===== src/rtl/wb_slot_scheduler_pkg.sv =====
// Shared definitions for the integer result-bus writeback scheduler.
//   WB_MAX_LAT / WB_DIV_LAT / WB_MUL_LAT : functional-unit latencies
//   SqN, BranchProv, WbReq_t             : types shared with the issue queues
package wb_slot_scheduler_pkg;

    localparam int unsigned WB_MAX_LAT = 34;
    localparam int unsigned WB_DIV_LAT = 33;
    localparam int unsigned WB_MUL_LAT = 3;
    localparam int unsigned WB_LAT_W   = $clog2(WB_MAX_LAT + 1);
    localparam int unsigned NUM_WB_REQ = 4;
    localparam int unsigned SQN_W      = 7;
    localparam int unsigned DIV_CNT_W  = 6;

    typedef logic [SQN_W-1:0] SqN;

    typedef struct packed {
        logic taken;
        SqN   sqN;
    } BranchProv;

    typedef struct packed {
        logic                valid;
        logic [WB_LAT_W-1:0] lat;
        logic                isDiv;
        SqN                  sqN;
    } WbReq_t;

    // True when a is strictly younger than b; wrap-safe via signed difference.
    function automatic logic sqn_younger(input SqN a, input SqN b);
        SqN diff;
        diff = a - b;
        return !diff[SQN_W-1] && (diff != '0);
    endfunction

endpackage


===== src/rtl/wb_slot_scheduler_arbiter.sv =====
// rr_conflict_arbiter: rotating-priority grant with per-latency slot conflict masking.
//   rr_ptr     : first port visited
//   kill       : suppress all grants this cycle
//   req_*      : per-port valid / divider use / latency
//   resv       : bit k set = writeback at t+1+k already owned
//   div_free   : divider idle
//   grant_c    : per-port grant
//   claim_c    : bit L-1 set for every granted latency L
//   next_ptr_c : port after the last granted one, or rr_ptr if none granted
module rr_conflict_arbiter #(
    parameter int unsigned NUM_REQ = 4,
    parameter int unsigned MAX_LAT = 34,
    parameter int unsigned DIV_LAT = 33,
    parameter int unsigned LAT_W   = $clog2(MAX_LAT + 1),
    parameter int unsigned PTR_W   = (NUM_REQ > 1) ? $clog2(NUM_REQ) : 1
) (
    input  logic [PTR_W-1:0]              rr_ptr,
    input  logic                          kill,
    input  logic [NUM_REQ-1:0]            req_valid,
    input  logic [NUM_REQ-1:0]            req_div,
    input  logic [NUM_REQ-1:0][LAT_W-1:0] req_lat,
    input  logic [MAX_LAT-1:0]            resv,
    input  logic                          div_free,
    output logic [NUM_REQ-1:0]            grant_c,
    output logic [MAX_LAT-1:0]            claim_c,
    output logic [PTR_W-1:0]              next_ptr_c
);

    localparam int unsigned SLOT_W = (MAX_LAT > 1) ? $clog2(MAX_LAT) : 1;

    // Visit ports in rotating order; an earlier grant claims its slot for later ports.
    always_comb begin
        int   idx;
        int   lat;
        logic ok;
        logic div_taken;

        grant_c    = '0;
        claim_c    = '0;
        next_ptr_c = rr_ptr;
        div_taken  = 1'b0;
        idx        = 0;
        lat        = 0;
        ok         = 1'b0;

        for (int j = 0; j < int'(NUM_REQ); j++) begin
            idx = (int'(rr_ptr) + j) % int'(NUM_REQ);
            lat = int'(req_lat[PTR_W'(idx)]);
            ok  = !kill && req_valid[PTR_W'(idx)] && (lat >= 1) && (lat <= int'(MAX_LAT));
            if (ok) begin
                ok = !(resv[SLOT_W'(lat - 1)] || claim_c[SLOT_W'(lat - 1)]);
            end
            if (ok && req_div[PTR_W'(idx)]) begin
                ok = div_free && !div_taken && (lat == int'(DIV_LAT));
            end
            if (ok) begin
                grant_c[PTR_W'(idx)]     = 1'b1;
                claim_c[SLOT_W'(lat - 1)] = 1'b1;
                next_ptr_c               = PTR_W'((idx + 1) % int'(NUM_REQ));
                if (req_div[PTR_W'(idx)]) begin
                    div_taken = 1'b1;
                end
            end
        end
    end

endmodule


===== src/rtl/wb_slot_scheduler.sv =====
// Writeback-slot scheduler for the shared integer result bus; owns the divider.
//   IN_reqValid/Lat/Div/SqN : per-port selected op
//   IN_branch               : flush (taken, sqN)
//   OUT_grant               : same-cycle issue grant
//   OUT_wbTakenNext         : slot t+1 already owned by a long op
//   OUT_divBusy             : divider occupied
module wb_slot_scheduler
    import wb_slot_scheduler_pkg::*;
#(
    parameter int unsigned NUM_REQ = NUM_WB_REQ,
    parameter int unsigned MAX_LAT = WB_MAX_LAT,
    parameter int unsigned DIV_LAT = WB_DIV_LAT,
    parameter int unsigned LAT_W   = $clog2(MAX_LAT + 1)
) (
    input  logic                          clk,
    input  logic                          rst_n,
    input  logic [NUM_REQ-1:0]            IN_reqValid,
    input  logic [NUM_REQ-1:0][LAT_W-1:0] IN_reqLat,
    input  logic [NUM_REQ-1:0]            IN_reqDiv,
    input  logic [NUM_REQ-1:0][SQN_W-1:0] IN_reqSqN,
    input  BranchProv                     IN_branch,
    output logic [NUM_REQ-1:0]            OUT_grant,
    output logic                          OUT_wbTakenNext,
    output logic                          OUT_divBusy
);

    localparam int unsigned PTR_W = (NUM_REQ > 1) ? $clog2(NUM_REQ) : 1;

    logic [MAX_LAT-1:0]   resv_q, resv_d;
    logic [DIV_CNT_W-1:0] div_cnt_q, div_cnt_d;
    SqN                   div_sqn_q, div_sqn_d;
    logic [PTR_W-1:0]     rr_ptr_q, rr_ptr_d;

    logic [NUM_REQ-1:0] grant_c;
    logic [MAX_LAT-1:0] claim_c;
    logic [PTR_W-1:0]   next_ptr_c;
    logic               kill_c;

    // Grants are forced low while reset is asserted as well as on a flush.
    assign kill_c = IN_branch.taken || !rst_n;

    rr_conflict_arbiter #(
        .NUM_REQ (NUM_REQ),
        .MAX_LAT (MAX_LAT),
        .DIV_LAT (DIV_LAT),
        .LAT_W   (LAT_W),
        .PTR_W   (PTR_W)
    ) u_arb (
        .rr_ptr     (rr_ptr_q),
        .kill       (kill_c),
        .req_valid  (IN_reqValid),
        .req_div    (IN_reqDiv),
        .req_lat    (IN_reqLat),
        .resv       (resv_q),
        .div_free   (div_cnt_q == '0),
        .grant_c    (grant_c),
        .claim_c    (claim_c),
        .next_ptr_c (next_ptr_c)
    );

    assign OUT_grant       = grant_c;
    assign OUT_wbTakenNext = resv_q[0];
    assign OUT_divBusy     = (div_cnt_q != '0);

    // Next state: claim bit L-1 shifted down lands at L-2; an L=1 claim falls off.
    always_comb begin
        resv_d    = (resv_q >> 1) | (claim_c >> 1);
        rr_ptr_d  = next_ptr_c;
        div_cnt_d = div_cnt_q;
        div_sqn_d = div_sqn_q;

        if (div_cnt_q != '0) begin
            div_cnt_d = div_cnt_q - 1'b1;
        end
        // Squash a divide younger than the mispredicted branch.
        if (IN_branch.taken && (div_cnt_q != '0) && sqn_younger(div_sqn_q, IN_branch.sqN)) begin
            div_cnt_d = '0;
        end
        for (int i = 0; i < int'(NUM_REQ); i++) begin
            if (grant_c[i] && IN_reqDiv[i]) begin
                div_cnt_d = DIV_CNT_W'(DIV_LAT - 1);
                div_sqn_d = IN_reqSqN[i];
            end
        end
    end

    // State register.
    always_ff @(posedge clk or negedge rst_n) begin
        if (!rst_n) begin
            resv_q    <= '0;
            div_cnt_q <= '0;
            div_sqn_q <= '0;
            rr_ptr_q  <= '0;
        end else begin
            resv_q    <= resv_d;
            div_cnt_q <= div_cnt_d;
            div_sqn_q <= div_sqn_d;
            rr_ptr_q  <= rr_ptr_d;
        end
    end

`ifndef SYNTHESIS
    // Issue queues must never present latency 0 or beyond the reservation horizon.
    always @(posedge clk) begin
        if (rst_n) begin
            for (int i = 0; i < int'(NUM_REQ); i++) begin
                assert (!IN_reqValid[i] || ((IN_reqLat[i] != '0) && (IN_reqLat[i] <= LAT_W'(MAX_LAT))))
                    else $error("illegal writeback latency on port %0d", i);
            end
        end
    end
`endif

endmodule

===== config.mk =====
export PLATFORM = sky130hd
export DESIGN_NAME = wb_slot_scheduler
export DESIGN_NICKNAME = d
export VERILOG_FILES = /design/src/rtl/wb_slot_scheduler_pkg.sv /design/src/rtl/wb_slot_scheduler_arbiter.sv /design/src/rtl/wb_slot_scheduler.sv
export SDC_FILE = /design/constraint.sdc
export NUM_CORES = 1
export LEC_CHECK = 0
export CAP_MARGIN = 10
export CORE_MARGIN = 5
export CORE_UTILIZATION = 30
export DETAILED_ROUTE_END_ITERATION = 12
export MAX_ROUTING_LAYER = met4
export SETUP_SLACK_MARGIN = 0.5
export SYNTH_ARGS = -nofsm -noshare
export SYNTH_HDL_FRONTEND = slang
export SYNTH_SLANG_ARGS = --single-unit

===== constraint.sdc =====
create_clock -name clk -period 21.6 [get_ports clk]
set_input_delay 3.24 -clock clk [delete_from_list [all_inputs] [get_ports clk]]
set_output_delay 3.24 -clock clk [all_outputs]
set_load 0.005 [all_outputs]

Word level (Yosys, flattened, before mapping)
Memories as Yosys holds them, arrays and structs flattened. Index checks and enable logic that the tools add are counted.

Bits of input ports: 70. Word-level logic and storage cells: 222. Bits in registers: 48. Memories: 1. Bits in read-only memories: 64. Output and inout bits: 6.

Bitwise operators: 7. $add $sub $neg: 12. Multiplexer cells: 111. Eq/ne operators: 4. Reductions and logical operators: 59. $lt $le $gt $ge: 24.

Memories: (no name shown) (words 64, bits a word 1, rd ports 1, clocked after memory_dff 0, wr ports 0, RTL line wb_slot_scheduler_arbiter.sv:51) `ok = !(resv[SLOT_W'(lat - 1)] || claim_c[SLOT_W'(lat - 1)]);`.

Operator list (count): $mux 34 (4); $or 34x34->34 (3); $mux 6 (14); $mux 1 (54); $bmux 6 s2 (4); $ge 6x1->1 const B (8); $bmux 1 s6 (7); $logic_and 1x1->1 (38); $or 32x33->33 (1); $lt 6x8->1 const B (4); $sub 6x1->6 const B (5); $mux 7 (4); $demux 1 s6 (4); $eq 6x6->1 const B (4); $le 6x6->1 const B (4); $bmux 1 s2 (8); $lt 2x4->1 const B (4); $mux 4 (4); $or 4x4->4 (3); $reduce_bool 6->1 (2); $add 2x2->2 const B (5); $logic_not 1->1 (10); $demux 1 s2 (4); $ge 2x1->1 const B (4); other kinds (7) (15).

Depth between registers and ports, before layout
Gate-level depths: netlist of run 1.

Depth after elaboration: 45. Gate-level depth with buffers: 28. Gate-level depth less buffers: 19.

Hierarchy
Synthesis of run 1 repeated with hierarchy kept, for this count alone.

Cell total of the unflattened synthesis: 1062. Area total of the unflattened synthesis: 8679.6 um^2.

Modules (own cells, without submodules): rr_conflict_arbiter (seq. area each 0.0 um^2, area an instance 6526.3 um^2, times used 1, cells an instance 874); wb_slot_scheduler (seq. area each 1201.2 um^2, area an instance 2153.3 um^2, times used 1, cells an instance 188).

Least setup slack after synthesis of run 1
No wires, ideal clock.

Path type: input-to-output. Start: input IN_reqLat[12] (netlist name). End: output OUT_grant[3]. Stages on the path: 17. Data required time: 18.360 ns. Arrival time: 7.581 ns. Path slack: 10.779 ns. Path buffers: 4. Cells stage by stage: mux4_2 > buf_6 > buf_2 > ha_1 > clkbuf_1 > clkinv_1 > nand2_1 > o22ai_1 > a2111o_1 > a22o_2 > nor4_4 > a221oi_1 > a211oi_2 > o211ai_1 > nor3_2 > buf_2 > a31o_2.

Cells in the longest elaborated chain, start to end: 40. Elaborated cells on any way between the ends: 122. Classes of those cells: 4 x add/sub; 14 x order compare; 4 x eq/ne; 61 x mux; 5 x bitwise; 33 x reduce/logical; 1 x memory.

Ends and longest elaborated chain: start, declared (RTL line wb_slot_scheduler.sv:18) `input logic [NUM_REQ-1:0][LAT_W-1:0] IN_reqLat,`; $bmux 6 s2 (RTL line wb_slot_scheduler_arbiter.sv:48) `lat = int'(req_lat[PTR_W'(idx)]);`; $mux 6 (not written as such) (2 in a row) (RTL line wb_slot_scheduler_arbiter.sv:48); $sub 6x1->6 (RTL line wb_slot_scheduler_arbiter.sv:51, wb_slot_scheduler_arbiter.sv:58); $mem_v2 64x1 or $bmux 1 s6 (tied branches); $mux 1 (not written as such) (2 in a row) (RTL line wb_slot_scheduler_arbiter.sv:51); $logic_or 1x1->1 (RTL line wb_slot_scheduler_arbiter.sv:51); $logic_not 1->1 (RTL line wb_slot_scheduler_arbiter.sv:51); $mux 1 (RTL line wb_slot_scheduler_arbiter.sv:50) `if (ok) begin`; (+21 left out); $bmux 1 s6 (RTL line wb_slot_scheduler_arbiter.sv:51); $mux 1 (not written as such) (2 in a row) (RTL line wb_slot_scheduler_arbiter.sv:51); $logic_or 1x1->1 (RTL line wb_slot_scheduler_arbiter.sv:51); $logic_not 1->1 (RTL line wb_slot_scheduler_arbiter.sv:51); $mux 1 (RTL line wb_slot_scheduler_arbiter.sv:50); $logic_and 1x1->1 (RTL line wb_slot_scheduler_arbiter.sv:53) `if (ok && req_div[PTR_W'(idx)]) begin`; $mux 1 (RTL line wb_slot_scheduler_arbiter.sv:53); $mux 4 * (RTL line wb_slot_scheduler_arbiter.sv:56) `if (ok) begin`; end, declared (RTL line wb_slot_scheduler.sv:22) `output logic [NUM_REQ-1:0] OUT_grant,`.

Every way passes the cells marked *; elsewhere a longest branch is shown, timed or not. The select of a mux whose other input is x is not followed.

Final worst setup path of run 1
Start: input IN_reqLat[12] (netlist name). End: output OUT_grant[2].

The elaborated chain is that of the path after synthesis.

==> summary.md, run 1 <==
| Metric | Value |
|---|---|
| Die Wd | 171 um |
| Largest net degree at the start of global routing | 54 |
| Final Net Count | 1,044 |
| Port Buf Inserts | 75 |
| Skew-Pair Late Insertion Delay | 0.30 ns |
| Crit path DAT | 9.88 ns |
| Via density | 6.70 |
| Pre-CTS WS | 8.62 ns |
| IO Count | 76 |
| Sequential-to-total area share from yosys stat | 15.5% |
| Post-synth top area share | 15.5% |
| Mean Syn Cell Area | 8.63 um^2 |
| Register area | 1200 um^2 |
| Top-count cell post-synth | nand2_1 |
| Measured slew at the worst slew-check pin | 1.19 ns |
| Initial antenna violation count | 1 |
| Post-synth cell types | 101 |
| Hold depth | 1 |
| Final Hold Fails | 0 |
| Starting Density | 30.6% |
| Area Overhead vs Synth | 15.8% |
| Post-synth EDFFs | 0 |
| Top cells by area, synth | dfrtp_1 (15%), mux4_2 (12%), mux2i_1 (4.8%) |
| CTS tree | yes |
| Post-synth top area cell | dfrtp_1 |
| Final setup violation count | 0 |
| Worst setup EP type | output port |
| Max_slew headroom | 20.6% |
| ANT nets after route | 0 |
| Post-Syn Nets | 998 |
| Crit path max fanout | 24 |
| Die ar. | 29,200 um^2 |
| GPL Wtd Cong | 1.09 |
| Fin worst setup slack | 8.48 ns |
| Worst r2r path cells | 21 |
| Share of cells above drive strength 1 | 12.9% |
| Worst reg2reg path endpoint | div_cnt_q[3] |
| RSZ-0062 raised after global routing | no |
| Detailed Place HPWL | 26.9 mm |
| Clock Tree Root | clkbuf_16 |
| Max Clk Rate | 0.0762 GHz |
| Multi-input gate area | 6190 um^2 |
| TritonRoute pass-1 iters | 6 |
| Initial DRC Count | 997 |
| Skew final | 0.00697 ns |
| Die height | 171 um |
| Core box area | 25,300 um^2 |
| Max-Cap Viols | 0 |
| Setup bufs post-CTS | 0 |
| Ys async rst share | 100% |
| Filler cells | 2,636 |
| Fin crit share | 60.7% |
| GRT Util Overall | 24.2% |
| Main synth FF type | dfrtp_1 |
| WL per Instance | 27.6 um |
| Min Tclk post-route | 13.12 ns |
| Worst r2r src | rr_ptr_q[1] |
| DRC viols | 0 |
| Mapped cell area | 7760 um^2 |
| Critical Path Start Type | primary input |
| Post-synth top cells | nand2_1 (82), nor2_1 (54), a21oi_1 (50) |
| First-pass GRT wire length | 52.2 mm |
| Worst Hold Endpoint | div_sqn_q[2] |
| Gr ovfl total | 0 |
| # H-tree levels | 2 |
| Hold-fix buffers at CTS | 0 |
| Hold Crit Class | reg -> reg |
| Slew Limit Fails | 0 |
| Cts bufs inserted | 5 |
| Via count | 8,556 |
| CTS Buffer Depth | 2 |
| YS warnings | 0 |
| Vias in the first global route | 8,266 |
| Clk pin slew, worst setup/hold paths | 0.07 ns |
| Synthesized instance count | 899 |
| #FFs+latches synth | 48 |
| Min-Delay Startpoint | div_sqn_q[2] |
| Worst path required time | 18.36 ns |
| # resized after CTS | 0 |
| WL final | 35.2 mm |
| Final TNS setup | 0 ns |
| Row cnt | 58 |
| Clk sinks | 48 |
| Outcome | finished clean |
| R2R Setup Slk | 14.01 ns |
| Worst setup path class | in -> out |
==> routing by layer <==
layer	part of all wire, %	global-route usage, %
met2	42	35.5
met4	4.9	8.65
met1	41	32.4
met5	0	-
met3	12	6.22
==> critical path: stages <==
cell and delay, ns:
clkdlybuf4s50_1 0.45, mux4_2 0.78, inv_2 0.29, ha_1 0.25, inv_1 0.11, xnor2_2 0.84
mux2i_1 0.28, o22ai_1 0.10, a2111o_1 0.41, a22o_2 0.34, nor3_2 0.53, nand4_1 0.30
a211oi_2 0.36, o211ai_1 0.17, or3_1 0.59, o21ai_0 0.28, clkdlybuf4s50_1 0.54
==> layout by cell type (no fill, tap or decap), drive strengths merged, types with 9 or more instances in the layout <==
cell type / n
xor2: 19
nor2: 54
a21oi: 50
nand2b: 12
nor3b: 12
xnor2: 26
o211ai: 9
o22ai: 9
a22oi: 11
dfrtp: 48
mux2: 11
a221o: 13
nand3: 37
and3: 11
o221ai: 25
a31oi: 13
nor3: 41
o211a: 12
a221oi: 27
nor4: 10
ha: 28
buf: 18
and2: 13
inv: 31
or2: 9
clkdlybuf4s50: 74
mux2i: 37
o21ai: 17
nand2: 82
mux4: 40
a21o: 10
==> final cells by class <==
type,instances,area share [%]
multi-input cells,767,68.8
inverters,31,1.29
repair buffers,92,9.72
diodes,1,0.0278
flip-flops and latches,48,13.4
clock buffers,5,1.39
well taps,330,4.59
clock inverters,3,0.766
==> metrics by stage <==
stage	cells	util (%)	hold slack (ns)	instance area [um^2]
floorplan	899	-	0.456	7760
global placement	1268	34.7	0.482	8790
detailed placement	1268	34.7	0.484	8790
CTS	1276	35.5	0.503	8980
global route	1277	35.5	0.528	8990
finish	1277	35.5	0.501	8990
==> state kept, by name (all words and copies together), names as in the netlist <==
name and flops:
resv_q 33, div_sqn_q 7, div_cnt_q 6, rr_ptr_q 2
==> logic make-up after synthesis <==
group	share of synthesized area, %
AOI/OAI and AO/OA	27.5
muxes	18.0
DFF	15.5
and+or+nand+nor	23.8
other	0.0483
buffers and inverters	5.03
xor gates and xnor gates	5.37
adders and majority gates	4.77
==> worst max path at each step <==
stage	startpoint	to	slack, ns	cells past startpoint
after floorplan	IN_reqLat[12]	OUT_grant[3]	10.78	17
after global placement	IN_reqLat[12]	OUT_grant[2]	8.77	17
after detailed placement	IN_reqLat[12]	OUT_grant[2]	8.62	17
after CTS	IN_reqLat[12]	OUT_grant[2]	8.58	17
after global routing	IN_reqLat[12]	OUT_grant[2]	8.10	17
final	IN_reqLat[12]	OUT_grant[2]	8.48	17
Power of run 1 is not shown: default switching activity piles up to over one toggle a cycle in this logic, so the estimate is an artifact.
==> inputs of run 2 (changes only) <==
clock period = 12.6 ns   (was 21.6 ns; I/O delays follow)
==> summary.md, run 2 (synthesis results as in run 1) <==
| Metric | Value |
|---|---|
| GRT Util Overall | 24.1% |
| WL per Instance | 27.4 um |
| Largest register FFs | 33 |
| Ant diodes | 0 |
| Fin crit share | 83.2% |
| Via density | 6.69 |
| Detailed Place HPWL | 26.6 mm |
| WHS | 0.498 ns |
| Max_slew headroom | 21.7% |
| RSZ-0062 raised after global routing | no |
| Core box area | 25,300 um^2 |
| Placed instance area | 8790 um^2 |
| GPL Wtd Cong | 1.08 |
| Initial DRC Count | 1,058 |
| Initial antenna violation count | 0 |
| Hold Crit Class | reg -> reg |
| Slew Limit Fails | 0 |
| Top routing layer in use | met4 |
| Final setup violation count | 0 |
| Max Clk Rate | 0.0954 GHz |
| Final TNS setup | 0 ns |
| Die ar. | 29,200 um^2 |
| Outcome | finished clean |
| Min-Delay Startpoint | div_sqn_q[0] |
| Skew-Pair Late Insertion Delay | 0.30 ns |
| Port Buf Inserts | 75 |
| Commonest cells after routing, fill and taps aside | nand2_1 (82), clkdlybuf4s50_1 (74), nor2_1 (54) |
| Setup bufs post-CTS | 0 |
| Worst setup path class | in -> out |
| Leading cell type in the layout, fill and taps excluded | nand2_1 |
| Met2 WL | 14.8 mm |
| Starting Density | 30.6% |
| Skew final | 0.00956 ns |
| Area Overhead vs Synth | 15.7% |
| WL final | 35.0 mm |
| Regs by FF count | resv_q (33), div_sqn_q (7), div_cnt_q (6) |
| Die Wd | 171 um |
| Worst path required time | 10.71 ns |
| Crit path DAT | 8.59 ns |
| Hold-fix buffers at CTS | 0 |
| Clk pin slew, worst setup/hold paths | 0.07 ns |
| Cts bufs inserted | 5 |
| TritonRoute pass-1 iters | 6 |
| # resized after CTS | 0 |
| First-pass GRT wire length | 52.2 mm |
| ANT nets after route | 0 |
| Final Hold Fails | 0 |
| Row cnt | 58 |
| # H-tree levels | 2 |
| Measured slew at the worst slew-check pin | 1.17 ns |
| IO Count | 76 |
| Largest net degree at the start of global routing | 54 |
| Critical Path Start Type | primary input |
| CTS Buffer Depth | 2 |
| Gr ovfl total | 0 |
| Die height | 171 um |
| Worst r2r path cells | 20 |
| Met3 wire length | 4.11 mm |
| Clk sinks | 48 |
| Via count | 8,532 |
| Hold depth | 1 |
| Max-Cap Viols | 0 |
| Worst r2r src | rr_ptr_q[1] |
| Crit path max fanout | 24 |
| Vias in the first global route | 8,140 |
| Post-route design area | 8980 um^2 |
| Post-Route M1 WL | 14.3 mm |
| Clock Tree Root | clkbuf_16 |
| Share of cells above drive strength 1 | 12.9% |
| Top reg by flops | resv_q |
| Min Tclk post-route | 10.48 ns |
| CTS tree | yes |
| Worst setup EP type | output port |
| Final Net Count | 1,044 |
| Worst setup path startpoint | IN_reqLat[12] |
| DRC viols | 0 |
## run 2: final cells by class
| class | count | area, um^2 |
|---|---|---|
| Clock inverter | 3 | 68.8 |
| Fill cell | 2600 | 16300 |
| Sequential cell | 48 | 1200 |
| Tap cell | 330 | 413 |
| Multi-Input combinational cell | 767 | 6190 |
| Timing Repair Buffer | 92 | 873 |
| Inverter | 31 | 116 |
| Clock buffer | 5 | 125 |
## run 2: per-layer routing
layer | up-vias | GRT usage [%]
met1 | 4050 | 32.9
met5 | - | -
met2 | 660 | 35.5
met3 | 134 | 5.13
li1 | 3688 | -
met4 | 0 | 8.20
## run 2: final timing paths
path                                end  slack, ns
max reg2reg                div_cnt_q[3]       4.97
min reg2reg                div_sqn_q[0]       0.50
min in group asynchronous    resv_q[13]       1.69
max                        OUT_grant[2]       2.12
min                        div_sqn_q[0]       0.50
max in group asynchronous   rr_ptr_q[0]      10.41
## run 2: through the flow
stage | utilization, % | instances | setup WS [ns]
final | 35.5 | 1276 | 2.12
after global routing | 35.5 | 1276 | 1.83
after CTS | 35.5 | 1276 | 2.28
after detailed placement | 34.7 | 1268 | 2.29
after global placement | 34.7 | 1268 | 2.46
after floorplan | - | 899 | 4.48
## run 2: worst max-delay path: stages
cell	delay [ns]
clkdlybuf4s50_1	0.47
mux4_2	0.79
inv_2	0.29
ha_1	0.26
inv_1	0.10
xnor2_2	0.85
mux2i_1	0.28
o22ai_1	0.11
a2111o_1	0.42
a22o_2	0.34
nor3_2	0.56
nand4_1	0.29
a211oi_2	0.36
o211ai_1	0.18
or3_1	0.58
o21ai_0	0.24
clkdlybuf4s50_1	0.55
Power of run 2 is left out for the same reason.
